--- src/rtl/alu_pkg.sv ---
`default_nettype none
// ============================================================================
//  Module      : alu_pkg
//  Description : Shared types for the ADD/SUB ALU and its command sequencer.
//  Revision    : 1.0 - initial release
// ============================================================================
package alu_pkg;

    localparam int DATA_W = 8;
    localparam int OP_W   = 2;

    typedef enum logic [OP_W-1:0] {
        OP_ADD = 2'b00,
        OP_SUB = 2'b01
    } alu_op_e;

    // op is kept as raw bits so illegal encodings travel to the ALU unchanged
    typedef struct packed {
        logic [DATA_W-1:0] a;
        logic [DATA_W-1:0] b;
        logic [OP_W-1:0]   op;
    } alu_cmd_t;

    typedef enum logic [1:0] {
        IDLE  = 2'b00,
        RUN   = 2'b01,
        STALL = 2'b10
    } seq_state_e;

    function automatic logic is_illegal_op(input logic [OP_W-1:0] op);
        return (op != OP_ADD) && (op != OP_SUB);
    endfunction

endpackage
`default_nettype wire

--- src/rtl/alu_cmd_fifo.sv ---
`default_nettype none
// ============================================================================
//  Module      : alu_cmd_fifo
//  Description : Synchronous FIFO, wrap-around pointers with an extra MSB.
//  Revision    : 1.0 - initial release
// ============================================================================
module alu_cmd_fifo #(
    parameter int WIDTH = 8,
    parameter int DEPTH = 4
) (
    input  logic                     clk,
    input  logic                     rst,
    input  logic                     push,
    input  logic [WIDTH-1:0]         push_data,
    input  logic                     pop,
    output logic                     full,
    output logic                     empty,
    output logic [$clog2(DEPTH):0]   count,
    output logic [WIDTH-1:0]         head
);

    localparam int AW = $clog2(DEPTH);

    logic [AW:0]      r_wr_ptr;
    logic [AW:0]      r_rd_ptr;
    logic [WIDTH-1:0] r_mem [DEPTH];
    logic             w_do_push;
    logic             w_do_pop;

    assign full      = (r_wr_ptr[AW] != r_rd_ptr[AW]) &&
                       (r_wr_ptr[AW-1:0] == r_rd_ptr[AW-1:0]);
    assign empty     = (r_wr_ptr == r_rd_ptr);
    assign count     = r_wr_ptr - r_rd_ptr;
    assign head      = r_mem[r_rd_ptr[AW-1:0]];
    assign w_do_push = push && !full;
    assign w_do_pop  = pop && !empty;

    always_ff @(posedge clk or posedge rst) begin
        if (rst) begin
            r_wr_ptr <= '0;
            r_rd_ptr <= '0;
        end else begin
            if (w_do_push) r_wr_ptr <= r_wr_ptr + 1'b1;
            if (w_do_pop)  r_rd_ptr <= r_rd_ptr + 1'b1;
        end
    end

    // Storage needs no reset: the pointers alone define which entries are live
    always_ff @(posedge clk) begin
        if (w_do_push) r_mem[r_wr_ptr[AW-1:0]] <= push_data;
    end

endmodule
`default_nettype wire

--- src/rtl/alu_cmd_sequencer.sv ---
`default_nettype none
// ============================================================================
//  Module      : alu_cmd_sequencer
//  Description : Buffers tagged ALU commands, drives the external ALU from the
//                FIFO head and registers tagged results for a downstream sink.
//  Revision    : 1.0 - initial release
// ============================================================================
module alu_cmd_sequencer
    import alu_pkg::*;
#(
    parameter int DEPTH = 4,
    parameter int TAG_W = 4
) (
    input  logic                     clk,
    input  logic                     rst,
    input  logic                     in_valid,
    output logic                     in_ready,
    input  logic [DATA_W-1:0]        in_a,
    input  logic [DATA_W-1:0]        in_b,
    input  logic [OP_W-1:0]          in_op,
    input  logic [TAG_W-1:0]         in_tag,
    output logic [DATA_W-1:0]        alu_a,
    output logic [DATA_W-1:0]        alu_b,
    output logic [OP_W-1:0]          alu_opcode,
    input  logic [DATA_W-1:0]        alu_result,
    output logic                     out_valid,
    input  logic                     out_ready,
    output logic [DATA_W-1:0]        out_result,
    output logic [TAG_W-1:0]         out_tag,
    output logic                     out_zero,
    output logic                     out_err,
    output logic [$clog2(DEPTH):0]   count
);

    typedef struct packed {
        alu_cmd_t         cmd;
        logic [TAG_W-1:0] tag;
    } entry_t;

    localparam int ENTRY_W = $bits(entry_t);

    entry_t     w_push_entry;
    entry_t     w_head;
    logic       w_full;
    logic       w_empty;
    logic       w_push;
    logic       w_load;
    logic       w_drained;
    seq_state_e r_state;

    assign w_push_entry = '{cmd: '{a: in_a, b: in_b, op: in_op}, tag: in_tag};

    // Full blocks acceptance even when a pop happens on the same edge
    assign in_ready = !w_full && !rst;
    assign w_push   = in_valid && in_ready;
    assign w_load   = !w_empty && (!out_valid || out_ready);

    alu_cmd_fifo #(
        .WIDTH (ENTRY_W),
        .DEPTH (DEPTH)
    ) u_fifo (
        .clk       (clk),
        .rst       (rst),
        .push      (w_push),
        .push_data (w_push_entry),
        .pop       (w_load),
        .full      (w_full),
        .empty     (w_empty),
        .count     (count),
        .head      (w_head)
    );

    assign alu_a      = w_empty ? '0 : w_head.cmd.a;
    assign alu_b      = w_empty ? '0 : w_head.cmd.b;
    assign alu_opcode = w_empty ? '0 : w_head.cmd.op;

    always_ff @(posedge clk or posedge rst) begin
        if (rst) begin
            out_valid  <= 1'b0;
            out_result <= '0;
            out_tag    <= '0;
            out_zero   <= 1'b0;
            out_err    <= 1'b0;
        end else if (w_load) begin
            out_valid  <= 1'b1;
            out_result <= alu_result;
            out_tag    <= w_head.tag;
            out_zero   <= (alu_result == '0);
            out_err    <= is_illegal_op(w_head.cmd.op);
        end else if (out_valid && out_ready) begin
            out_valid  <= 1'b0;
        end
    end

    // Nothing left buffered, nothing arriving, and the output slot frees up
    assign w_drained = w_empty && !w_push && (!out_valid || out_ready);

    always_ff @(posedge clk or posedge rst) begin
        if (rst) begin
            r_state <= IDLE;
        end else begin
            case (r_state)
                IDLE: begin
                    if (w_push) r_state <= RUN;
                end
                RUN: begin
                    if (out_valid && !out_ready && !w_empty) r_state <= STALL;
                    else if (w_drained)                      r_state <= IDLE;
                end
                STALL: begin
                    if (out_ready) r_state <= RUN;
                end
                default: r_state <= IDLE;
            endcase
        end
    end

endmodule
`default_nettype wire

--- config.mk ---
export PLATFORM = sky130hd
export DESIGN_NAME = alu_cmd_sequencer
export DESIGN_NICKNAME = d
export VERILOG_FILES = /design/src/rtl/alu_pkg.sv /design/src/rtl/alu_cmd_fifo.sv /design/src/rtl/alu_cmd_sequencer.sv
export SDC_FILE = /design/constraint.sdc
export NUM_CORES = 1
export LEC_CHECK = 0
export ABC_AREA = 1
export BUFFER_PORTS_ARGS = -buffer_cell sky130_fd_sc_hd__buf_2
export CORE_UTILIZATION = 45
export CTS_CLUSTER_SIZE = 20
export DETAILED_ROUTE_END_ITERATION = 10
export PLACE_DENSITY = 0.65
export SETUP_SLACK_MARGIN = 0.2
export SYNTH_ARGS = -nofsm -noshare
export SYNTH_HDL_FRONTEND = slang
export SYNTH_HIERARCHICAL = 1
export SYNTH_SLANG_ARGS = --single-unit
--- constraint.sdc ---
create_clock -name clk -period 3.1 [get_ports clk]
set_clock_uncertainty 0.2 [all_clocks]
set_input_delay 0.155 -clock clk [delete_from_list [all_inputs] [get_ports clk]]
set_output_delay 0.155 -clock clk [all_outputs]
set_load 0.1 [all_outputs]
* Yosys cells after proc, flatten, opt, wreduce, memory -nomap -nowiden
Memories as Yosys holds them, arrays and structs flattened.
Index checks and enable logic that the tools add are counted.
** Storage, ports and cells
- Register bits :: 21
- Memories kept :: 1
- Input port bits :: 34
- Memory bits (writable) :: 88
- Word-level logic and storage cells :: 38
** Cells by class
- Multiplexer cells :: 7
- Add/sub/neg operators :: 3
- Reduce and logical (&&, ||, !) cells :: 16
- Equal/unequal tests :: 4
** Memories
- u_fifo.r_mem :: words 4, width 22, read ports 1, clocked after Yosys merged registers in 0, write ports 1, line alu_cmd_fifo.sv:26 : logic [WIDTH-1:0] r_mem [DEPTH];
** Operator list (number)
- $mux W8 :: 2
- $logic_and A1 B1 Y1 :: 8
- $logic_not A8 Y1 :: 1
- $add A3 B1 Y3 const B :: 2
- $logic_not A1 Y1 :: 4
- $mux W1 :: 4
- $reduce_bool A2 Y1 :: 2
- $eq A3 B3 Y1 :: 1
- $sub A3 B3 Y3 :: 1
- $eq A2 B2 Y1 :: 1
- $mux W2 :: 1
- $ne A2 B1 Y1 const B :: 1
- $logic_or A1 B1 Y1 :: 1
- $ne A1 B1 Y1 :: 1

* Depth between registers and ports, before layout
Gate-level depths: netlist (run 1).
- Depth after elaboration :: 8
- Gate-level depth with buffers :: 14
- Depth with buffers taken out :: 12

* Modules after synthesis
Netlist (run 1), hierarchy kept.
** By module, submodules not included
- alu_cmd_fifo :: area each 3779.9 sq um, cells an instance 277, sequential area each 2792.7 sq um, instances 1
- alu_cmd_sequencer :: area each 829.5 sq um, cells an instance 112, sequential area each 375.4 sq um, instances 1

* Worst setup path after synthesis (run 1)
OpenSTA, ideal clock, no wires.
- Path kind :: reg-to-reg
- From :: register u_fifo.r_rd_ptr[1]
- To :: memory u_fifo/r_mem[2][0] (netlist name) (enable)
- Arrival time :: 2708 ps
- Buffers on the path :: 1
- Cell stages (with the launch flop) :: 11
- Slack :: -209 ps
- Path through :: dfrtp_1 -> inv_2 -> buf_2 -> ha_1 -> nand2_1 -> inv_1 -> nand3_4 -> inv_1 -> nor3b_1 -> nand2_4 -> nor2_1
** Between the ends
- Longest elaborated chain between the ends :: 8
** Ends and longest elaborated chain
- start, declared :: line alu_cmd_fifo.sv:25 : logic [AW:0] r_rd_ptr;
- start signal, assigned :: line alu_cmd_fifo.sv:44 : if (w_do_pop) r_rd_ptr <= r_rd_ptr + 1'b1;
- $eq A2 B2 Y1 :: line alu_cmd_fifo.sv:31 : (r_wr_ptr[AW-1:0] == r_rd_ptr[AW-1:0]);
- $logic_and A1 B1 Y1 :: line alu_cmd_fifo.sv:30 : assign full = (r_wr_ptr[AW] != r_rd_ptr[AW]) &&
- net w_full :: line alu_cmd_sequencer.sv:44 : logic w_full;
- $logic_not A1 Y1 :: line alu_cmd_sequencer.sv:54 : assign in_ready = !w_full && !rst;
- $logic_and A1 B1 Y1 :: line alu_cmd_sequencer.sv:54
- $logic_and A1 B1 Y1 :: line alu_cmd_sequencer.sv:55 : assign w_push = in_valid && in_ready;
- net w_push :: line alu_cmd_sequencer.sv:46 : logic w_push;
- $logic_and A1 B1 Y1 :: line alu_cmd_fifo.sv:35 : assign w_do_push = push && !full;
- $mux W1 :: line alu_cmd_fifo.sv:50 : if (w_do_push) r_mem[r_wr_ptr[AW-1:0]] <= push_data;
- $mux W1 (implied by the code) :: line alu_cmd_fifo.sv:50
- end, declared :: line alu_cmd_fifo.sv:26
The timed path passes the listed nets, and every way through them passes these cells.

* Worst setup path in the final report (run 1)
- From :: register u_fifo.r_wr_ptr[0]
- To :: memory u_fifo/r_mem[1][16] (netlist name) (enable)
** Between the ends
- Longest elaborated chain between the ends :: 8
** Ends and longest elaborated chain
- start, declared :: line alu_cmd_fifo.sv:24 : logic [AW:0] r_wr_ptr;
- start signal, assigned :: line alu_cmd_fifo.sv:43 : if (w_do_push) r_wr_ptr <= r_wr_ptr + 1'b1;
- $eq A2 B2 Y1 :: line alu_cmd_fifo.sv:31
- $logic_and A1 B1 Y1 :: line alu_cmd_fifo.sv:30
- net w_full :: line alu_cmd_sequencer.sv:44
- $logic_not A1 Y1 :: line alu_cmd_sequencer.sv:54
- $logic_and A1 B1 Y1 :: line alu_cmd_sequencer.sv:54
- $logic_and A1 B1 Y1 :: line alu_cmd_sequencer.sv:55
- net w_push :: line alu_cmd_sequencer.sv:46
- $logic_and A1 B1 Y1 :: line alu_cmd_fifo.sv:35
- $mux W1 :: line alu_cmd_fifo.sv:50
- $mux W1 (implied by the code) :: line alu_cmd_fifo.sv:50
The timed path passes the listed nets, and every way through them passes these cells.

==> results of run 1 <==
-- sequential cells by signal (all words and copies together), names as in the netlist --
register	flops
out_err	1
out_result	8
out_tag	4
out_valid	1
out_zero	1
u_fifo/r_mem	88
u_fifo/r_rd_ptr	3
u_fifo/r_wr_ptr	3
-- stage by stage --
| stage | setup WS [ns] | TNS (ns) | cells |
|---|---|---|---|
| after floorplan | -0.0241 | -0.217 | 389 |
| after global placement | 0.451 | 0 | 584 |
| after detailed placement | 0.316 | 0 | 584 |
| after CTS | 0.301 | 0 | 632 |
| after global routing | 0.291 | 0 | 633 |
| final | 0.435 | 0 | 633 |
-- synth_stat cells (all sizes together) --
master	count	area (sq um)
nand3	8	57.6
fa	1	20.0
edfxtp	88	2640
xnor2	1	8.76
nor3b	1	7.51
nor2	71	267
inv	39	154
nand2	67	324
dfrtp	21	526
xor2	1	8.76
o21ai	45	225
o22ai	22	138
ha	7	87.6
buf	17	144
-- cells in the final DEF (no fill, tap or decap) --
| cell type | n |
|---|---|
| buf_12 | 23 |
| buf_2 | 49 |
| buf_4 | 7 |
| clkbuf_1 | 1 |
| clkbuf_8 | 10 |
| clkinv_4 | 2 |
| clkinvlp_4 | 2 |
| dfrtp_1 | 21 |
| dlygate4sd3_1 | 32 |
| edfxtp_1 | 88 |
| fa_1 | 1 |
| ha_1 | 7 |
| inv_1 | 32 |
| inv_2 | 4 |
| inv_4 | 2 |
| inv_6 | 2 |
| inv_8 | 1 |
| nand2_1 | 42 |
| nand2_2 | 23 |
| nand2_4 | 2 |
| nand3_1 | 6 |
| nand3_2 | 1 |
| nand3_4 | 1 |
| nor2_1 | 68 |
| nor2_4 | 3 |
| nor3b_1 | 1 |
| o21ai_0 | 41 |
| o21ai_1 | 4 |
| o22ai_1 | 22 |
| xnor2_2 | 1 |
| xor2_1 | 1 |
-- worst min path at each step --
stage	startpoint	to	slack (ns)	cells after the start
detailed placement	rst	u_fifo/r_rd_ptr[1]	-0.08	2
finish	rst	u_fifo/r_rd_ptr[2]	0.08	3
global route	rst	u_fifo/r_wr_ptr[2]	0.09	3
floorplan	rst	u_fifo/r_rd_ptr[0]	-0.25	1
global placement	rst	u_fifo/r_wr_ptr[1]	-0.07	2
CTS	rst	u_fifo/r_rd_ptr[1]	0.08	3
-- cell type report --
| type | instances | area, sq um |
|---|---|---|
| Clock buffer | 11 | 141 |
| Timing Repair Buffer | 111 | 1080 |
| Inverter | 39 | 158 |
| Timing Repair inverter | 1 | 7.51 |
| Tap cell | 133 | 166 |
| Clock inverter | 5 | 43.8 |
| Multi-Input combinational cell | 224 | 1170 |
| Fill cell | 750 | 3930 |
| Sequential cell | 109 | 3170 |
-- critical path, cell delays in order, from the launching register on --
cell and delay (ns):
dfrtp_1 0.41, inv_1 0.12, ha_1 0.32, nand2_1 0.06, inv_1 0.07, nand3_4 0.10, inv_1 0.08, nor3b_1 0.19
buf_4 0.17, nand2_4 0.09, nor2_4 0.37, buf_12 0.20
-- logic make-up after synthesis --
logic type               after synthesis
adder cells (fa/ha/maj)                8
flip-flops                           109
XOR/XNOR                               2
buffers and inverters                 56
AND/OR/NAND/NOR                      147
AO/OA/AOI/OAI                         67
-- per-layer routing --
layer	GRT usage	share of wire	vias to the layer above	wire, um
met2	0.330	0.51	94	4730
met4	0.0585	0.0073	0	68
met5	0	0	-	0
met1	0.234	0.43	1521	4040
met3	0.0430	0.056	4	524
li1	-	-	1521	-
-- what timing repair did --
item | in CTS | in global routing
setup endpoints to repair | 0 | 22
gates resized for setup | 0 | 1
hold buffers | 32 | 0
endpoints found under the hold margin | 119 | 0
==> results.json, run 1 <==
{
  "path_class": "reg2reg",
  "slew_headroom": 0.625,
  "syn_area_sq_um": 4610,
  "core_sq_um": 9860,
  "wl_per_cell_um": 14.8,
  "setup.worst_path.end": "u_fifo/r_mem[1][16]",
  "die_area_sq_um": 10700,
  "hpwl_um": 5770,
  "placed_cell_area_sq_um": 5420,
  "final_area_sq_um": 5940,
  "crit_required_ns": 2.98,
  "grt_start_max_net_pins": 48,
  "viasPerCell": 4.96,
  "initialDrtViolationCount": 162,
  "clock.fmax_ghz": 0.375,
  "syn-num-nets": 431,
  "drv_slew": 0,
  "min_period_ns": 2.67,
  "hold_viol_final": 0,
  "grt_pass1_vias": 3087,
  "synthAdderAreaFrac": 0.0233,
  "ys_warn_count": 6,
  "postCtsSetupBuffers": 0,
  "path_clk_slew_ns": 0.10,
  "cts_sinks": 109,
  "r2r-end": "u_fifo/r_mem[1][16]",
  "grtUsageTotal": 0.189,
  "route.vias.total": 3140,
  "die_h_um": 103,
  "synth-simple-area-share": 0.142,
  "diodes": 0,
  "port_buffers": 70,
  "route.detailed.drc": 0,
  "crit_path_start": "u_fifo/r_wr_ptr[0]",
  "hold_class": "in2async",
  "die_w_um": 103,
  "crit_fanout": 12,
  "synth_top_family_by_area": "simple AND/OR/NAND/NOR gates",
  "finalCritPeriodShare": 0.860,
  "postLayoutCoreUtil": 0.602,
  "antenna_found_initial": 0,
  "worstSetupEndpointType": "flop",
  "crit_arrival_ns": 2.55,
  "postSynthCellCount": 389,
  "ys_seq_area_frac": 0.687,
  "grt_pass1_wl_um": 14800,
  "post_synth.cell_area_avg_sq_um": 11.8,
  "std_cell_rows": 36,
  "synth-xor-area-share": 0.00380,
  "cts_tree": "done",
  "start_util": 0.467,
  "cts_max_level": 3,
  "firstDrtPassIters": 4,
  "numCtsBuffers": 9,
  "root_buffer": "clkbuf_8",
  "ios": 71,
  "yosysUniqueCellTypes": 25,
  "final-setup-viol-count": 0,
  "r2r_cells": 11,
  "rsz0062_at_grt": "false",
  "timing.rr.start": "u_fifo/r_wr_ptr[0]",
  "place_congestion": 0.770,
  "ys_seq_elements": 109,
  "wl_um": 9360,
  "synth.mux.area_fraction": 0,
  "grt-ovfl-total": 0,
  "clk_path_buf_depth": 2,
  "synth_compound_area_frac": 0.0787,
  "area_delta_synth_final_pct": 28.8,
  "clk_latency_ns": 0.37,
  "fin_hold_ws_ns": 0.0844,
  "ant_nets": 0,
  "drive_gt1_frac": 0.266,
  "critPathLaunchType": "flop",
  "final_nets": 537,
  "tightestPinTransition_ns": 0.562,
  "rrSetupSlack_ns": 0.43,
  "status": "complete, no violations",
  "maxCapViolCount": 0
}
Power of run 1 is left out: the tool's default activity adds up to more than one toggle a clock period on the data nets, which glitch-free logic cannot reach.
==> run 2: changes to the inputs <==
Settings changed: PLACE_DENSITY 0.65 to 0.71.
==> run 2 against run 1 <==
Against the previous run:
- via count fell by 0.73%
- utilization decreased by 0.37 points
- cell count fell by 0.32%
- setup slack got worse by 0.030 ns
- final area is 0.61% lower
- die area did not move
- fmax decreased by 1.1%
- global-route usage shrank 0.62 points
- worst hold slack improved by 0.019 ns
- critical endpoint is now u_fifo/r_mem[3][8]
==> results.json, run 2 (same netlist as run 1, synthesis figures left out) <==
{
  "hpwl_um": 5520,
  "std_cell_rows": 36,
  "core_sq_um": 9860,
  "grt-ovfl-total": 0,
  "rrSetupSlack_ns": 0.40,
  "clk_path_buf_depth": 2,
  "crit_arrival_ns": 2.44,
  "cts_max_level": 3,
  "grt_pass1_vias": 3066,
  "clock.fmax_ghz": 0.371,
  "die_w_um": 103,
  "finalCritPeriodShare": 0.869,
  "diodes": 0,
  "cp_cell_sequence": "inv_1, ha_1, nand2_1, inv_1, nand3_4, inv_1, nor3b_1, buf_4, nand2_1, inv_1, nand2_2, clkinvlp_4",
  "crit_required_ns": 2.85,
  "clk_latency_ns": 0.36,
  "route.detailed.drc": 0,
  "layout_commonest_cell": "edfxtp_1",
  "maxCapViolCount": 0,
  "crit_fanout": 22,
  "fin_hold_ws_ns": 0.103,
  "largest_reg_flops": 88,
  "hold_class": "in2async",
  "place_congestion": 0.832,
  "numCtsBuffers": 9,
  "final_nets": 535,
  "final-setup-viol-count": 0,
  "path_class": "reg2reg",
  "firstDrtPassIters": 4,
  "drv_slew": 0,
  "slew_headroom": 0.626,
  "ios": 71,
  "postLayoutCoreUtil": 0.598,
  "port_buffers": 70,
  "mostFrequentLayoutCells": "edfxtp_1 (88), nor2_1 (68), buf_2 (49)",
  "setup_tns_ns": 0,
  "min_period_ns": 2.70,
  "grtUsageTotal": 0.182,
  "grt_start_max_net_pins": 48,
  "route.vias.total": 3117,
  "cts_sinks": 109,
  "critPathMaxStageDelay_ns": 0.43,
  "wl_per_cell_um": 14.2,
  "nFillCells": 777,
  "drive_gt1_frac": 0.263,
  "critPathLaunchType": "flop",
  "tightestPinTransition_ns": 0.560,
  "start_util": 0.467,
  "area_delta_synth_final_pct": 28.0,
  "r2r_cells": 12,
  "worstSetupEndpointType": "flop",
  "timing.rr.start": "u_fifo/r_wr_ptr[0]",
  "die_area_sq_um": 10700,
  "initialDrtViolationCount": 150,
  "grt_pass1_wl_um": 14500,
  "rsz0062_at_grt": "false",
  "ant_nets": 0,
  "cts_tree": "done",
  "path_clk_slew_ns": 0.10,
  "final_area_sq_um": 5900,
  "antenna_found_initial": 0,
  "status": "complete, no violations",
  "viasPerCell": 4.94,
  "crit_top_cell": "inv_1",
  "root_buffer": "clkbuf_8",
  "wl_um": 8990,
  "r2r-end": "u_fifo/r_mem[3][8]",
  "hold_viol_final": 0,
  "die_h_um": 103,
  "placed_cell_area_sq_um": 5390,
  "slowest_stage": "clkinvlp_4"
}
run 2: how the worst max path moves through the flow:
stage,startpoint,end,slack (ns),cells past startpoint
floorplan,u_fifo/r_rd_ptr[1],alu_a[5],-0.02,10
global placement,u_fifo/r_wr_ptr[0],u_fifo/r_mem[3][6],0.51,12
detailed placement,u_fifo/r_wr_ptr[0],u_fifo/r_mem[3][6],0.41,12
CTS,u_fifo/r_wr_ptr[0],u_fifo/r_mem[3][5],0.39,12
global route,u_fifo/r_wr_ptr[0],u_fifo/r_mem[3][0],0.26,12
finish,u_fifo/r_wr_ptr[0],u_fifo/r_mem[3][8],0.40,12
run 2: critical path: cells and delay by family (launching register included):
family | cells | cell delay (ns)
adder cells (fa/ha/maj) | 1 | 0.31
buffers and inverters | 6 | 0.96
AND/OR/NAND/NOR | 5 | 0.38
flip-flops | 1 | 0.41
run 2: final cells by class:
class | instances | area [sq um] | area share
clock buffers | 10 | 128 | 0.0216
well taps | 133 | 166 | 0.0282
inverters | 39 | 158 | 0.0267
multi-input cells | 224 | 1170 | 0.199
repair buffers | 110 | 1050 | 0.177
flip-flops and latches | 109 | 3170 | 0.537
clock inverters | 6 | 61.3 | 0.0104
run 2: through the flow:
stage,instances,worst slack [ns]
3_5_place_dp,583,0.408
4_1_cts,631,0.391
6_report,631,0.405
2_1_floorplan,389,-0.0241
3_3_place_gp,583,0.514
5_1_grt,631,0.256
run 2: per-layer routing:
metal,up-vias,track usage,wire length [um]
li1,1524,-,-
met1,1490,0.210,3860
met2,93,0.330,4540
met3,10,0.0477,472
met4,0,0.0639,105
met5,-,0,0
run 2: what timing repair did:
action                                 CTS  global route
hold buffers                            32             0
gates resized for setup                  0             0
buffers inserted                         0             0
setup endpoints to repair                0             0
endpoints found under the hold margin  119             0
Power of run 2 is left out for the same reason.
